--- src/rtl/split_bus_arbiter.sv ---
// Two-master round-robin bus arbiter with one outstanding split read.
// Ports: clk/rst (sync, active-high); m1_req/m2_req master requests;
//   target_ack/target_split_ack target pulses; split_req split return;
//   m1_grant/m2_grant/split_grant grants; split_pending/split_owner
//   outstanding split status; timeout_err one-cycle abort pulse.
module split_bus_arbiter #(
  parameter int unsigned TIMEOUT_CYCLES = 64
) (
  input  logic clk,
  input  logic rst,
  input  logic m1_req,
  input  logic m2_req,
  input  logic target_ack,
  input  logic target_split_ack,
  input  logic split_req,
  output logic m1_grant,
  output logic m2_grant,
  output logic split_grant,
  output logic split_pending,
  output logic split_owner,
  output logic timeout_err
);

  localparam int unsigned CW =
    (TIMEOUT_CYCLES > 1) ? $clog2(TIMEOUT_CYCLES) : 1;
  localparam logic [CW-1:0] CNT_MAX =
    (TIMEOUT_CYCLES > 0) ? CW'(TIMEOUT_CYCLES - 1) : '0;
  localparam logic TO_EN = (TIMEOUT_CYCLES != 0);

  typedef enum logic [1:0] {
    IDLE,
    GRANT,
    SPLIT_RESUME
  } state_e;

  state_e        state_q, state_d;
  logic          last_q, last_d;
  logic          cur_q, cur_d;
  logic          sp_q, sp_d;
  logic          so_q, so_d;
  logic [CW-1:0] cnt_q, cnt_d;
  logic          m1g_q, m1g_d;
  logic          m2g_q, m2g_d;
  logic          sg_q, sg_d;
  logic          te_q, te_d;

  logic          m1_el;
  logic          m2_el;
  logic          pick;
  logic          cur_req;
  logic          to_hit;
  logic [CW-1:0] cnt_inc;

  // Master index encoding: 0 = m1, 1 = m2.
  always_comb begin
    m1_el   = m1_req && !(sp_q && !so_q);
    m2_el   = m2_req && !(sp_q && so_q);
    pick    = (m1_el && m2_el) ? !last_q : m2_el;
    cur_req = cur_q ? m2_req : m1_req;
    to_hit  = TO_EN && (cnt_q == CNT_MAX);
    cnt_inc = to_hit ? cnt_q : cnt_q + CW'(1);
  end

  always_comb begin
    state_d = state_q;
    last_d  = last_q;
    cur_d   = cur_q;
    sp_d    = sp_q;
    so_d    = so_q;
    cnt_d   = cnt_q;
    m1g_d   = 1'b0;
    m2g_d   = 1'b0;
    sg_d    = 1'b0;
    te_d    = 1'b0;
    unique case (state_q)
      IDLE: begin
        if (sp_q && split_req) begin
          state_d = SPLIT_RESUME;
          cnt_d   = '0;
          sg_d    = 1'b1;
          m1g_d   = !so_q;
          m2g_d   = so_q;
        end else if (m1_el || m2_el) begin
          state_d = GRANT;
          cnt_d   = '0;
          cur_d   = pick;
          last_d  = pick;
          m1g_d   = !pick;
          m2g_d   = pick;
        end
      end
      GRANT: begin
        if (target_ack) begin
          state_d = IDLE;
        end else if (target_split_ack && !sp_q) begin
          // A second split while one is outstanding is dropped.
          state_d = IDLE;
          sp_d    = 1'b1;
          so_d    = cur_q;
        end else if (!cur_req) begin
          state_d = IDLE;
        end else if (to_hit) begin
          state_d = IDLE;
          te_d    = 1'b1;
        end else begin
          cnt_d = cnt_inc;
          m1g_d = !cur_q;
          m2g_d = cur_q;
        end
      end
      SPLIT_RESUME: begin
        if (target_ack) begin
          state_d = IDLE;
          sp_d    = 1'b0;
        end else if (to_hit) begin
          state_d = IDLE;
          sp_d    = 1'b0;
          te_d    = 1'b1;
        end else begin
          cnt_d = cnt_inc;
          sg_d  = 1'b1;
          m1g_d = !so_q;
          m2g_d = so_q;
        end
      end
      default: begin
        state_d = IDLE;
      end
    endcase
  end

  always_ff @(posedge clk) begin
    if (rst) begin
      state_q <= IDLE;
      last_q  <= 1'b1;
      cur_q   <= 1'b0;
      sp_q    <= 1'b0;
      so_q    <= 1'b0;
      cnt_q   <= '0;
      m1g_q   <= 1'b0;
      m2g_q   <= 1'b0;
      sg_q    <= 1'b0;
      te_q    <= 1'b0;
    end else begin
      state_q <= state_d;
      last_q  <= last_d;
      cur_q   <= cur_d;
      sp_q    <= sp_d;
      so_q    <= so_d;
      cnt_q   <= cnt_d;
      m1g_q   <= m1g_d;
      m2g_q   <= m2g_d;
      sg_q    <= sg_d;
      te_q    <= te_d;
    end
  end

  assign m1_grant      = m1g_q;
  assign m2_grant      = m2g_q;
  assign split_grant   = sg_q;
  assign split_pending = sp_q;
  assign split_owner   = so_q;
  assign timeout_err   = te_q;

endmodule
--- config.mk ---
export PLATFORM = sky130hd
export DESIGN_NAME = split_bus_arbiter
export DESIGN_NICKNAME = d
export VERILOG_FILES = /design/src/rtl/split_bus_arbiter.sv
export SDC_FILE = /design/constraint.sdc
export NUM_CORES = 1
export LEC_CHECK = 0
export CAP_MARGIN = 20
export CORE_MARGIN = 2
export CORE_UTILIZATION = 53
export DETAILED_ROUTE_END_ITERATION = 10
export PLACE_DENSITY = 0.85
export SLEW_MARGIN = 20
export SYNTH_ARGS = -nofsm -noshare
export SYNTH_HDL_FRONTEND = slang
export SYNTH_SLANG_ARGS = --single-unit
--- constraint.sdc ---
create_clock -name clk -period 2.05 [get_ports clk]
set_input_delay 0.41 -clock clk [delete_from_list [all_inputs] [get_ports clk]]
set_output_delay 0.41 -clock clk [all_outputs]
set_load 0.02 [all_outputs]
==> impl_metrics.env, run 1 <==
export IMPL_drt_iter0_drc=28
export IMPL_n_antenna_cell=0
export IMPL_required_ps=2280
export IMPL_rsz0062_at_grt="false"
export IMPL_cp_num_buf_inv=1
export IMPL_grt_pass1_vias=838
export IMPL_cp_startpoint="state_q[1]"
export IMPL_maxSlewHeadroom_pct=76.6
export IMPL_pwr_share_seq_pct=50.2
export IMPL_clockRootBuffer="clkbuf_4"
export IMPL_ys_ff_latch=16
export IMPL_cts_sinks=16
export IMPL_fill_cells=137
export IMPL_path_cells="inv_1 > ha_1 > and3b_1 > a22oi_2 > nand3_2 > or4_4 > a21oi_2"
export IMPL_synth_top_family_by_area="simple AND/OR/NAND/NOR gates"
export IMPL_grt_use_total_pct=22.6
export IMPL_slowest_stage="or4_4"
export IMPL_clk_pin_slew_ps=90
export IMPL_ys_flop_type="dfxtp_1"
export IMPL_cp_max_fo=6
export IMPL_layout_min_cycle_time_ps=1920
export IMPL_syn_num_nets=122
export IMPL_synth_top_cell_area_share_pct=33.3
export IMPL_finalPower_w=0.000686
export IMPL_syn_to_final_growth_pct=23.4
export IMPL_dr_pass1_iters=4
export IMPL_core_area_mm2=0.00171
export IMPL_slew_viol_final=0
export IMPL_power_density_mw_per_mm2=578
export IMPL_gp_congestion=0.888
export IMPL_fin_setup_tns_ps=0
export IMPL_vias_per_cell=5.91
export IMPL_synth_async_reset_ratio_pct=0
export IMPL_dpl_hpwl_mm=1.68
export IMPL_avgSynthCellArea_um2=8.74
export IMPL_yosysTopAreaCell="dfxtp_1"
export IMPL_ioPinCount=13
export IMPL_clockBufferDepth=2
export IMPL_path_class="reg2reg"
export IMPL_regToRegStartpoint="state_q[1]"
export IMPL_clock_fmax_mhz=520
export IMPL_dp_slack_ps=-200
export IMPL_yosys_top_cells_area="dfxtp_1 33%, ha_1 6.5%, a21oi_1 3.6%, nor2_1 3.5%, nor3_1 3.1%"
export IMPL_clk_latency_ps=290
export IMPL_muxShareOfSynthArea_pct=4.43
export IMPL_nets=145
export IMPL_p_sw_w=0.000200
export IMPL_min_period_over_period_pct=93.8
export IMPL_synth_simple_area_share_pct=28.9
export IMPL_cellLeakagePower_nw=0.465
export IMPL_synthAdderAreaFrac_pct=6.51
export IMPL_min_from="cnt_q[1]"
export IMPL_whs_ps=491
export IMPL_syn_cell_area_um2=961
export IMPL_grt_pass1_wl_mm=3.48
export IMPL_p_sw_share_pct=29.1
export IMPL_numCtsBuffers=3
export IMPL_fin_area_mm2=0.00119
export IMPL_setup_ws_ps=128
export IMPL_status="complete, no violations"
export IMPL_synth_xor_area_share_pct=1.82
export IMPL_max_vdd_ir_drop_v=0.000450
export IMPL_synth_compound_area_share_pct=21.0
export IMPL_die_area_mm2=0.00217
export IMPL_drt_wl_total_mm=2.11
export IMPL_cts_tree="yes"
export IMPL_tightest_slew_ps=348
export IMPL_placed_area_mm2=0.00116
export IMPL_ys_seq_area_share_pct=33.3
export IMPL_cp_start_kind="flop"
export IMPL_final_common_cell="dfxtp_1"
export IMPL_grt_antenna_before_repair=0
export IMPL_rows=15
export IMPL_port_buffers=12
export IMPL_synth_cell_type_count=43
export IMPL_finalSetupViolations=0
export IMPL_dieWidth_um=46.6
export IMPL_detail_route_antenna_nets=0
export IMPL_cts_htree_levels=1
export IMPL_intPower_w=0.000486
export IMPL_vias=922
export IMPL_grt_max_degree=12
export IMPL_arrival_ps=2150
export IMPL_hp_class="reg2reg"
export IMPL_finClkSkew_ps=8.40
export IMPL_clkPwrFrac_pct=23.4
export IMPL_crit_path_end_kind="flop"
export IMPL_drv_cap=0
export IMPL_yosys_warnings=0
export IMPL_pwr_share_comb_pct=26.5
export IMPL_drc=0
export IMPL_synth_enable_flop_cells=0
export IMPL_wire_per_inst_um=13.5
export IMPL_max_stage_delay_ps=510
export IMPL_start_util_pct=56.3
export IMPL_crit_family="simple AND/OR/NAND/NOR gates"
export IMPL_hold_viol_final=0
export IMPL_drive_gt1_share_pct=18.3
export IMPL_grt_overflow=0
export IMPL_final_cell_mix="15 x dfxtp_1, 11 x clkdlybuf4s50_1, 9 x nor2_1, 9 x buf_4, 7 x a21oi_1"
export IMPL_die_y_um=46.6
export IMPL_syn_instance_count=110
[registers in the layout (all words and copies together) (netlist names)]
register,count
split_grant,1
state_q,2
cnt_q,6
cur_q,1
last_q,1
split_owner,1
m1_grant,1
m2_grant,1
split_pending,1
timeout_err,1
[per-stage QoR]
| stage | cells | util (%) |
|---|---|---|
| finish | 156 | 69.5 |
| global route | 156 | 69.5 |
| CTS | 156 | 69.2 |
| detailed placement | 153 | 67.9 |
| global placement | 153 | 67.9 |
| floorplan | 110 | - |
[cells in the mapped netlist, types with 2 or more instances]
cell	instances
dfxtp_1	16
or2_2	3
a22oi_1	2
mux2i_1	2
inv_1	5
ha_1	5
nand3_1	4
nand4_1	3
nand2_1	5
nor3b_1	2
a31oi_1	3
and3b_1	2
nor2_1	9
o22a_1	2
mux2_2	2
nand2b_1	3
o21ai_0	5
nor3_1	6
a21oi_1	7
[worst paths after layout]
path / endpoint / slack, ps / depth (start not counted)
max: cnt_q[5] / 130 / 7
min: cnt_q[1] / 490 / 2
max reg2reg: cnt_q[5] / 130 / 7
min reg2reg: cnt_q[1] / 490 / 2
[what timing repair did]
item,CTS,global route
endpoints found under the setup margin,0,1
setup buffers,0,0
hold buffers,0,0
hold endpoints to repair,0,0
resized for setup,0,2
[power by group through the flow]
stage,registers [W],clock network (W),logic (W)
6_report,0.000344,0.000160,0.000182
5_1_grt,0.000347,0.000178,0.000201
4_1_cts,0.000344,0.000161,0.000181
3_5_place_dp,0.000351,0,0.000180
3_3_place_gp,0.000350,0,0.000176
2_1_floorplan,0.000352,0,0.000118
[area by class of cell]
type	count	area, um^2	area share (%)
Tap cell	25	31.3	2.64
Inverter	5	18.8	1.58
Timing Repair Buffer	21	190	16.0
Sequential cell	16	322	27.1
Clock buffer	3	22.5	1.90
Multi-Input combinational cell	86	602	50.7
[metal layers]
layer / global-route usage, % / wire length (um) / up-vias
met5: 0 / 0 / -
met4: 9.14 / 38 / 0
met3: 3.53 / 83 / 7
met2: 38.3 / 1040 / 27
met1: 28.1 / 947 / 440
li1: - / - / 448
[worst min-delay path: stages, from the launching register on]
cell	delay (ps)
dfxtp_1	340
nand2_1	60
a21oi_1	50
[kinds of logic (layout without fill, tap and decap cells)]
kind of cell               count (synthesis)  in the layout
DFF                                       16             16
AOI/OAI and AO/OA                         28             28
adders and majority gates                  5              5
xor gates and xnor gates                   2              2
muxes                                      4              4
buffers and inverters                      8             29
and+or+nand+nor                           47             47
No activity file was read; power rests on OpenSTA's default activity.
==> run 2, diff against run 1 <==
PLACE_DENSITY = 0.77   (was 0.85)
==> run 2 against run 1 <==
Clock skew fell by 7.5 ps; routed wire length rose by 5.7%; cell area rose by 3.4%; combinational power rose by 11%; sequential cell count did not move; utilization rose by 2.3 points; maximum frequency fell by 0.17%.
==> impl_metrics.env, run 2 (same netlist as run 1, synthesis figures left out) <==
export IMPL_status="complete, no violations"
export IMPL_cts_htree_levels=1
export IMPL_clockRootBuffer="clkbuf_4"
export IMPL_clkPwrFrac_pct=27.7
export IMPL_power_density_mw_per_mm2=616
export IMPL_p_sw_w=0.000216
export IMPL_rsz0062_at_grt="false"
export IMPL_regToRegStartpoint="state_q[0]"
export IMPL_slew_viol_final=0
export IMPL_final_common_cell="dfxtp_1"
export IMPL_whs_ps=496
export IMPL_grt_max_degree=12
export IMPL_fin_area_mm2=0.00123
export IMPL_reg2reg_depth=7
export IMPL_vias=933
export IMPL_drt_wl_total_mm=2.22
export IMPL_finalPower_w=0.000756
export IMPL_final_cell_mix="14 x dfxtp_1, 12 x clkdlybuf4s50_1, 11 x buf_4"
export IMPL_pwr_share_comb_pct=26.8
export IMPL_largest_reg_flops=6
export IMPL_dpl_hpwl_mm=1.66
export IMPL_largestRegisters="cnt_q x6, state_q x2"
export IMPL_grt_antenna_before_repair=0
export IMPL_maxSlewHeadroom_pct=77.1
export IMPL_crit_path_end="cnt_q[5]"
export IMPL_port_buffers=12
export IMPL_crit_cells=6
export IMPL_max_stage_delay_ps=570
export IMPL_grt_overflow=0
export IMPL_crit_family="simple AND/OR/NAND/NOR gates"
export IMPL_pwr_share_seq_pct=45.5
export IMPL_start_util_pct=56.3
export IMPL_met2WireLength_mm=1.01
export IMPL_drc=0
export IMPL_post_place_cells=155
export IMPL_hold_viol_final=0
export IMPL_core_area_mm2=0.00171
export IMPL_postCtsHoldBufs=0
export IMPL_intPower_w=0.000539
export IMPL_top_layer_used="met4"
export IMPL_cts_setup_buffers=0
export IMPL_arrival_ps=2150
export IMPL_slowest_stage="clkdlybuf4s50_1"
export IMPL_nets=147
export IMPL_layout_min_cycle_time_ps=1930
export IMPL_cp_startpoint="m2_req"
export IMPL_rows=15
export IMPL_path_cells="clkdlybuf4s50_1 > mux2i_1 > a22oi_2 > nand3_2 > or4_4 > a21oi_2"
export IMPL_drv_cap=0
export IMPL_die_area_mm2=0.00217
export IMPL_detail_route_antenna_nets=0
export IMPL_dr_wl_met3_um=119
export IMPL_grt_pass1_wl_mm=3.55
export IMPL_final_cells=159
export IMPL_ioPinCount=13
export IMPL_cellLeakagePower_nw=0.474
export IMPL_syn_to_final_growth_pct=27.6
export IMPL_cts_tree="yes"
export IMPL_fill_cells=127
export IMPL_cts_sinks=16
export IMPL_rr_endpoint="cnt_q[5]"
export IMPL_dieWidth_um=46.6
export IMPL_r2r_slack_ps=170
export IMPL_gp_congestion=0.849
export IMPL_placed_area_mm2=0.00117
export IMPL_finalSetupViolations=0
export IMPL_finClkSkew_ps=0.936
export IMPL_die_y_um=46.6
export IMPL_cp_max_fo=6
export IMPL_vias_per_cell=5.87
export IMPL_wire_per_inst_um=14.0
export IMPL_clk_latency_ps=280
export IMPL_tightest_slew_ps=343
export IMPL_numCtsBuffers=3
export IMPL_hp_class="reg2reg"
export IMPL_grt_pass1_vias=814
export IMPL_crit_path_end_kind="flop"
export IMPL_clockBufferDepth=2
export IMPL_min_from="cnt_q[1]"
export IMPL_required_ps=2280
export IMPL_n_antenna_cell=0
export IMPL_drt_iter0_drc=23
export IMPL_cp_start_kind="input pin"
export IMPL_cp_num_buf_inv=1
export IMPL_top_register="cnt_q"
export IMPL_p_sw_share_pct=28.6
export IMPL_max_vdd_ir_drop_v=0.000453
export IMPL_clock_fmax_mhz=519
export IMPL_drive_gt1_share_pct=21.6
export IMPL_path_class="in2reg"
export IMPL_dr_pass1_iters=5
export IMPL_grt_use_total_pct=23.6
export IMPL_clk_pin_slew_ps=100
export IMPL_min_period_over_period_pct=93.9
export IMPL_wl_met1_mm=1.04
run 2: how the worst min path moves through the flow:
stage / to / slack, ps / cells past startpoint
final: cnt_q[1] / 500 / 2
after global routing: last_q / 530 / 1
after CTS: cnt_q[1] / 500 / 2
after detailed placement: last_q / 480 / 1
after global placement: cnt_q[1] / 470 / 2
after floorplan: cnt_q[1] / 450 / 2
run 2: what timing repair did:
| action | in CTS | in global routing |
|---|---|---|
| hold endpoints to repair | 0 | 0 |
| resized for setup | 0 | 3 |
| setup endpoints to repair | 0 | 1 |
run 2: layer usage:
layer  vias up  GRT usage (%)
li1        454              -
met1       432           31.7
met2        37           36.4
met3        10           3.53
met4         0           11.4
met5         -              0
run 2: final cells by class:
type / instances / area [um^2] / area share, %
Clock buffer: 4 / 36.3 / 2.96
Sequential cell: 16 / 323 / 26.3
Tap cell: 25 / 31.3 / 2.55
Inverter: 5 / 18.8 / 1.53
Timing Repair Buffer: 23 / 203 / 16.5
Multi-Input combinational cell: 86 / 614 / 50.1
run 2: power groups by stage:
stage | logic, W | clock network, W | registers [W]
3_5_place_dp | 0.000193 | 0 | 0.000351
5_1_grt | 0.000224 | 0.000229 | 0.000346
2_1_floorplan | 0.000118 | 0 | 0.000352
3_3_place_gp | 0.000188 | 0 | 0.000349
6_report | 0.000202 | 0.000210 | 0.000344
4_1_cts | 0.000195 | 0.000216 | 0.000343
run 2: through the flow:
step	setup WS, ps	setup TNS [ps]	utilization (%)
5_1_grt	49.6	0	71.8
3_5_place_dp	-145	-549	68.8
3_3_place_gp	-97.2	-388	68.8
6_report	124	0	71.8
4_1_cts	89.4	0	70.9
2_1_floorplan	265	0	-
run 2: worst min-delay path, stage by stage (launching register included):
cell and delay, ps:
dfxtp_1 340, nand2_1 70, a21oi_1 50
==> run 3, diff against run 2 <==
CAP_MARGIN = 15   (was 20)
CTS_CLUSTER_DIAMETER = 80   (was unset)
==> results of run 3 <==
Final layout, timing and power as in run 2 (identical DEF).
